File: src/rtl/hls_run_sequencer.sv
// Sequences one accelerator run: stream words into slave RAM, pulse start, time the run, read results back out.
// Writes are combinational with ld_valid; result words wait in RD_OUT until rd_ready, and no command is taken until REPORT.
module hls_run_sequencer #(
  parameter int DATA_W  = 64,
  parameter int ADDR_W  = 9,
  parameter int CNT_W   = 32,
  parameter int TIMEOUT = 200000000
) (
  input  logic              clock,
  input  logic              reset,
  input  logic              cmd_valid,
  output logic              cmd_ready,
  input  logic [ADDR_W-1:0] cmd_ld_base,
  input  logic [7:0]        cmd_ld_words,
  input  logic [ADDR_W-1:0] cmd_rd_base,
  input  logic [7:0]        cmd_rd_words,
  input  logic              ld_valid,
  output logic              ld_ready,
  input  logic [DATA_W-1:0] ld_data,
  output logic              acc_start,
  input  logic              acc_done,
  output logic              S_oe_ram,
  output logic              S_we_ram,
  output logic [ADDR_W-1:0] S_addr_ram,
  output logic [DATA_W-1:0] S_Wdata_ram,
  output logic [6:0]        S_data_ram_size,
  input  logic [DATA_W-1:0] Sout_Rdata_ram,
  input  logic              Sout_DataRdy,
  output logic              rd_valid,
  input  logic              rd_ready,
  output logic [DATA_W-1:0] rd_data,
  output logic              busy,
  output logic              status_valid,
  output logic [CNT_W-1:0]  run_cycles,
  output logic              timeout_flag
);

  localparam int BYTES = DATA_W / 8;

  typedef enum logic [2:0] {
    IDLE, LOAD, START, RUN, RD_REQ, RD_WAIT, RD_OUT, REPORT
  } state_t;

  state_t             state;
  logic [ADDR_W-1:0]  ld_base_q;
  logic [ADDR_W-1:0]  rd_base_q;
  logic [7:0]         ld_words_q;
  logic [7:0]         rd_words_q;
  logic [7:0]         idx;
  logic [CNT_W-1:0]   counter;
  logic [ADDR_W-1:0]  ld_addr;
  logic [ADDR_W-1:0]  rd_addr;

  // Byte addresses wrap naturally at 2^ADDR_W through truncation.
  assign ld_addr = ld_base_q + ADDR_W'(32'(idx) * BYTES);
  assign rd_addr = rd_base_q + ADDR_W'(32'(idx) * BYTES);

  assign cmd_ready       = (state == IDLE);
  assign ld_ready        = (state == LOAD);
  assign acc_start       = (state == START);
  assign rd_valid        = (state == RD_OUT);
  assign status_valid    = (state == REPORT);
  assign busy            = (state != IDLE);
  assign S_we_ram        = (state == LOAD) && ld_valid;
  assign S_oe_ram        = (state == RD_REQ);
  assign S_Wdata_ram     = S_we_ram ? ld_data : '0;
  assign S_addr_ram      = S_we_ram ? ld_addr : (S_oe_ram ? rd_addr : '0);
  assign S_data_ram_size = (S_we_ram || S_oe_ram) ? 7'(DATA_W) : 7'd0;

  always_ff @(posedge clock or posedge reset) begin
    if (reset) begin
      state        <= IDLE;
      ld_base_q    <= '0;
      rd_base_q    <= '0;
      ld_words_q   <= '0;
      rd_words_q   <= '0;
      idx          <= '0;
      counter      <= '0;
      rd_data      <= '0;
      run_cycles   <= '0;
      timeout_flag <= 1'b0;
    end else begin
      case (state)
        IDLE: begin
          if (cmd_valid) begin
            ld_base_q    <= cmd_ld_base;
            rd_base_q    <= cmd_rd_base;
            ld_words_q   <= cmd_ld_words;
            rd_words_q   <= cmd_rd_words;
            idx          <= '0;
            timeout_flag <= 1'b0;
            state        <= (cmd_ld_words != 8'd0) ? LOAD : START;
          end
        end
        LOAD: begin
          if (ld_valid) begin
            idx <= idx + 8'd1;
            if (idx == ld_words_q - 8'd1) state <= START;
          end
        end
        START: begin
          counter <= CNT_W'(1);
          state   <= RUN;
        end
        RUN: begin
          // A done arriving on the limit cycle still counts as a normal finish.
          if (acc_done) begin
            run_cycles <= counter;
            idx        <= '0;
            state      <= (rd_words_q != 8'd0) ? RD_REQ : REPORT;
          end else if (counter == CNT_W'(TIMEOUT)) begin
            timeout_flag <= 1'b1;
            run_cycles   <= CNT_W'(TIMEOUT);
            state        <= REPORT;
          end else if (counter != {CNT_W{1'b1}}) begin
            counter <= counter + CNT_W'(1);
          end
        end
        RD_REQ: state <= RD_WAIT;
        RD_WAIT: begin
          if (Sout_DataRdy) begin
            rd_data <= Sout_Rdata_ram;
            state   <= RD_OUT;
          end
        end
        RD_OUT: begin
          if (rd_ready) begin
            idx   <= idx + 8'd1;
            state <= (idx == rd_words_q - 8'd1) ? REPORT : RD_REQ;
          end
        end
        REPORT: state <= IDLE;
        default: state <= IDLE;
      endcase
    end
  end

endmodule

File: config.mk
export PLATFORM = sky130hd
export DESIGN_NAME = hls_run_sequencer
export DESIGN_NICKNAME = d
export VERILOG_FILES = /design/src/rtl/hls_run_sequencer.sv
export SDC_FILE = /design/constraint.sdc
export NUM_CORES = 1
export LEC_CHECK = 0
export BUFFER_PORTS_ARGS = -buffer_cell sky130_fd_sc_hd__clkbuf_2
export CAP_MARGIN = 30
export CORE_UTILIZATION = 35
export DETAILED_ROUTE_END_ITERATION = 10
export GPL_TIMING_DRIVEN = 1
export PLACE_DENSITY = 0.67
export SYNTH_ARGS = -nofsm -noshare
export SYNTH_HDL_FRONTEND = slang
export SYNTH_SLANG_ARGS = --single-unit
File: constraint.sdc
create_clock -name clock -period 7.4 [get_ports clock]
set_clock_uncertainty 0.2 [all_clocks]
set_input_delay 1.11 -clock clock [delete_from_list [all_inputs] [get_ports clock]]
set_output_delay 1.11 -clock clock [all_outputs]
set_load 0.02 [all_outputs]
# [Yosys cells after proc, flatten, opt, wreduce, memory -nomap -nowiden]
# Index checks and enable logic that the tools add are counted.
[classes] eq_ne=22 reduce_logical=17 add_sub_neg=6 mux=30
[ops] operator="two-way mux 32 bit" n=5
[ops] operator="two-way mux 64 bit" n=1
[ops] operator="one-hot mux 32 bit (2 select lines)" n=1
[ops] operator="adder 32 x 1 -> 32 bit (second input constant)" n=1
[ops] operator="== test 32 x 28 -> 1 bit (second input constant)" n=1
[ops] operator="two-way mux 8 bit" n=4
[ops] operator="!= test 32 bit (second input constant)" n=1
[ops] operator="one-hot mux 8 bit (4 select lines)" n=1
[ops] operator="one-hot mux 3 bit (8 select lines)" n=1
[ops] operator="two-way mux 3 bit" n=7
[ops] operator="adder 9 bit" n=2
[ops] operator="two-way mux 9 bit" n=2
[ops] operator="== test 8 bit" n=2
[ops] operator="!= test 2 bit (second input constant)" n=8
[ops] operator="nonzero test 8 bit" n=2
[ops] operator="subtractor 8 x 1 -> 8 bit (second input constant)" n=2
[ops] operator="== test 3 bit (second input constant)" n=4
[ops] operator="adder 8 x 1 -> 8 bit (second input constant)" n=1
[ops] operator="AND reduction 4 bit" n=2
[ops] operator="two-way mux 7 bit" n=1
[ops] operator="== test 3 x 2 -> 1 bit (second input constant)" n=2
[ops] operator="two-way mux 2 bit" n=3
[ops] operator="AND reduction 2 bit" n=3
[ops] operator="AND reduction 6 bit" n=1
[ops] operator="12 further kinds" n=17
[word_totals] reg_bits=174 inputBits=169 out_inout_bits=185 elab_cells=85

# [Longest topological paths before layout]
[logic_depth] ltp_word=5 ltp_mapped=10 ltp_nobuf=8

# [Worst setup path before layout]
# OpenSTA, ideal clock, no wires.
[synth_timing] path_type="register -> output" startpoint="reg idx[1]" endpoint="out S_addr_ram[8]" required_time_ps=6090 t_arrival_ps=1824 slack_ps=4266 stages_incl_launch_ff=8 path_buffers=0 cell_sequence="dfrtp_1 > ha_1 > a21o_1 > a21oi_1 > o21bai_1 > a21oi_1 > xnor2_1 > o22ai_1"
[synth_between] elab_chain_len=3 word_cells_on_any_way=4 cone_classes="add/sub: 2; mux: 2"
[synth_rtl] item="from (decl)" line_no="49" text="logic [7:0] idx;"
[synth_rtl] item="from (signal assigned)" line_no="97" text="idx <= idx + 8'd1;"
[synth_rtl] item="from (signal assigned)" line_no="128" text="idx <= idx + 8'd1;"
[synth_rtl] item="adder 9 bit" line_no="56" text="assign rd_addr = rd_base_q + ADDR_W'(32'(idx) * BYTES);"
[synth_rtl] item="two-way mux 9 bit" line_no="67" text="assign S_addr_ram = S_we_ram ? ld_addr : (S_oe_ram ? rd_addr : '0);"
[synth_rtl] item="two-way mux 9 bit *" line_no="67"
[synth_rtl] item="to (decl)" line_no="24" text="output logic [ADDR_W-1:0] S_addr_ram,"
# Mark *: on every way between the ends. The rest lies on a longest branch, timed or not.

# [Worst setup path after layout]
[layout_timing] startpoint="reg state[0]" endpoint="out S_addr_ram[1]"
[layout_between] elab_chain_len=3 word_cells_on_any_way=5 cone_classes="eq/ne: 2; mux: 2; reduce/logical: 1"
[layout_rtl] item="from (decl)" line_no="44" text="state_t state;"
[layout_rtl] item="from (signal assigned)" line_no="92" text="state <= (cmd_ld_words != 8'd0) ? LOAD : START;"
[layout_rtl] item="from (signal assigned)" line_no="110" text="state <= (rd_words_q != 8'd0) ? RD_REQ : REPORT;"
[layout_rtl] item="from (signal assigned)" line_no="129" text="state <= (idx == rd_words_q - 8'd1) ? REPORT : RD_REQ;"
[layout_rtl] item="== test 3 bit / == test 3 x 1 -> 1 bit (equally long branches)" line_no="65, 64"
[layout_rtl] item="two-way mux 9 bit / logical AND 1 bit (equally long branches)" line_no="67, 64"
[layout_rtl] item="two-way mux 9 bit *" line_no="67"
# Marked as above.

==> results.yml <==
sta:
  worst_slack_ns: 3.336
  drv_slew: 0
  finalCriticalPeriod_ns: 4.064
  setup_viol: 0
  worst_pin_slew_ns: 0.9977
  finalHoldViolations: 0
  finalCritPeriodShare: 0.5491
  rsz0062_at_grt: "false"
  finalSetupTns_ns: 0
  relSlewSlack: 0.3321
  fmax_mhz: 246.1
setup_path:
  worstReg2RegStart: "state[0]$_DFFE_PP0P_"
  cp.required_ns: 6.09
  cp_slowest_stage_delay_ns: 0.65
  endpoint: "S_addr_ram[1]"
  worst-r2r-cell-count: 6
  cp_num_cells: 6
  worstPathArrival_ns: 2.75
  worstSetupStartpointType: "flop"
  cp-end-kind: "output pin"
  setup.worst_path.start: "state[0]$_DFFE_PP0P_"
  path_delay_family: "buffers and inverters"
  cp_cell_sequence: "and2_2, buf_4, nand2_1, inv_1, a22o_1, clkbuf_2"
  path_max_fanout: 70
  worstSetupPathType: "flop to output pin"
  critical_path.slowest_cell: "dfrtp_1"
  reg2reg_slack_ns: 3.81
  rr_endpoint: "counter[6]$_DFFE_PP0P_"
  timing.critical_path.buf_inv: 3
clocking:
  clock_sinks: 174
  cts_tree: "done"
  htreeDepth: 4
  clock_latency_ns: 0.42
  clkSlewWorstSetupHoldPaths_ns: 0.07
  numCtsBuffers: 17
  hold_buffers: 0
  clock_path_buffers: 2
  cts_resized: 0
  cts_root_buf: "clkbuf_16"
  post-cts-setup-buffers: 0
pwr:
  powerDensity_mw_per_mm2: 378.9
  p_leak_nw: 5.887
  ir_worst_vdd_v: 0.0001753
  p_total_mw: 4.353
yosys:
  synth-simple-area-share: 0.1769
  ys_types: 58
  synthAdderAreaFrac: 0.02703
  synth_top_family_by_area: "simple AND/OR/NAND/NOR gates"
  muxShareOfSynthArea: 0.1260
  synth_area_mm2: 0.008889
  yosys_warnings: 0
  synth_compound_area_frac: 0.08657
  synth_xor_area_frac: 0.05124
  yosysTopAreaCell: "dfrtp_1"
  synth_area_leaders: "dfrtp_1, mux2_2, and3_1, xnor2_1, nor2_1"
  ys_seq_elements: 174
  syn_avg_cell_area_um2: 10.76
  synth_top_cell_area_share: 0.4899
  synth_cells: 826
  async_reset_ff_frac: 1.000
  yosysSeqAreaShare: 0.4899
  synth-edff-count: 0
  synth_flop_cell: "dfrtp_1"
routing:
  drc: 0
  route.met2.wl_um: 14670
  wl_met1_um: 12640
  vias_per_cell: 5.239
  drt_pass1_iterations: 5
  wl_met3_um: 2923
  top_layer: "met5"
  wl_per_cell_um: 20.87
  drt_wl_total_um: 31020
  drtAntennaViolNets: 0
  via_count: 7785
  drt_iter0_markers: 565
floorplan:
  ios: 354
  start_util: 0.3613
  dieArea_mm2: 0.02604
  die_y_um: 161.4
  coreArea_mm2: 0.02460
  rows: 57
  die_w_um: 161.4
grt:
  gr-usage-all-layers: 0.2397
  first_global_vias: 7531
  antenna_found_initial: 18
  grt_max_degree: 96
  grt_first_pass_wirelength_um: 46310
  gr-total-overflow: 0
run_status:
  status: "completed"
place:
  gp_congestion: 0.8925
  place_hpwl_um: 23980
  port_buffers: 347
  dp_slack_ns: 3.180
flow_run:
  cap_violations: 0
cells_and_area:
  layout.nets: 1331
  fin_util: 0.4669
  drive_above_1_share: 0.4242
  syn_to_final_growth_pct: 29.24
min_path:
  min_path_type: "flop to flop"
-- sequential cells by signal, indices dropped and copies added (netlist names) --
signal and flops:
idx 8, counter 32, rd_data 64, state 3, ld_words_q 8, rd_words_q 8, ld_base_q 9, run_cycles 32
rd_base_q 9, timeout_flag 1
-- placed cells by master, fill, tap and decap left out, types with 16 or more instances in the layout --
| cell | n |
|---|---|
| clkbuf_2 | 347 |
| dfrtp_1 | 174 |
| mux2_2 | 93 |
| and3_1 | 73 |
| nor2_1 | 55 |
| xnor2_1 | 44 |
| nand2_1 | 43 |
| nand3_1 | 24 |
| inv_1 | 23 |
| o21ai_0 | 23 |
| a22o_1 | 21 |
| nor4_1 | 20 |
| a21oi_1 | 19 |
| clkbuf_16 | 17 |
| nor3_1 | 16 |
| ha_1 | 16 |
-- cell families after synthesis --
logic type               after synthesis
buffers and inverters                 87
AO/OA/AOI/OAI                        111
multiplexers                         100
other                                  1
XOR/XNOR                              52
AND/OR/NAND/NOR                      283
adder cells (fa/ha/maj)               18
flip-flops                           174
-- metal layers --
layer / global-route usage / up-vias
li1: - / 3590
met1: 0.3050 / 3791
met2: 0.3748 / 347
met3: 0.08706 / 47
met4: 0.08319 / 10
met5: 0 / -
-- through the flow --
step | instances | hold slack (ns) | area [um^2]
3_5_place_dp | 1448 | 0.2820 | 10870
4_1_cts | 1478 | 0.2968 | 11450
3_3_place_gp | 1446 | 0.2641 | 10830
5_1_grt | 1484 | 0.3187 | 11480
6_report | 1486 | 0.2988 | 11490
2_1_floorplan | 831 | 0.2811 | 8907
-- synth_stat cells, types with 19 or more instances --
master and number:
a21oi_1 19, a22o_1 21, and3_1 73, clkbuf_1 46, dfrtp_1 174, inv_1 24
mux2_2 93, nand2_1 43, nand3_1 24, nor2_1 55, nor4_1 20, o21ai_0 23
xnor2_1 44
-- power breakdown --
part / total [mW] / switching (mW) / internal, mW / leakage [nW]
registers: 1.57 / 0.283 / 1.29 / 2.21
clock network: 0.906 / 0.384 / 0.522 / 0.281
logic: 1.87 / 1.12 / 0.752 / 3.40
-- area by class of cell --
type | instances | area, um^2
Sequential cell | 174 | 4354
Inverter | 24 | 95.09
Tap cell | 324 | 405.4
Clock inverter | 9 | 111.4
Clock buffer | 21 | 470.5
Timing Repair Buffer | 357 | 1852
Multi-Input combinational cell | 570 | 4182
Fill cell | 2353 | 13120
Antenna cell | 7 | 17.52
-- worst min path at each step --
| stage | start | to | slack (ns) | cells past startpoint |
|---|---|---|---|---|
| after CTS | run_cycles[31]$_DFFE_PP0P_ | run_cycles[31]$_DFFE_PP0P_ | 0.30 | 2 |
| after global placement | run_cycles[0]$_DFFE_PP0P_ | run_cycles[0]$_DFFE_PP0P_ | 0.26 | 2 |
| after floorplan | rd_base_q[0]$_DFFE_PP0P_ | rd_base_q[0]$_DFFE_PP0P_ | 0.28 | 1 |
| final | run_cycles[31]$_DFFE_PP0P_ | run_cycles[31]$_DFFE_PP0P_ | 0.30 | 2 |
| after detailed placement | run_cycles[31]$_DFFE_PP0P_ | run_cycles[31]$_DFFE_PP0P_ | 0.28 | 2 |
| after global routing | rd_data[20]$_DFFE_PP0P_ | rd_data[20]$_DFFE_PP0P_ | 0.32 | 1 |
-- tightest hold or removal path, delay by kind of cell (launching register included) --
family | cells | cell delay (ns)
DFF | 1 | 0.36
AOI/OAI and AO/OA | 1 | 0.06
and+or+nand+nor | 1 | 0.05
Note: power is estimated with default switching activity, not from simulation.
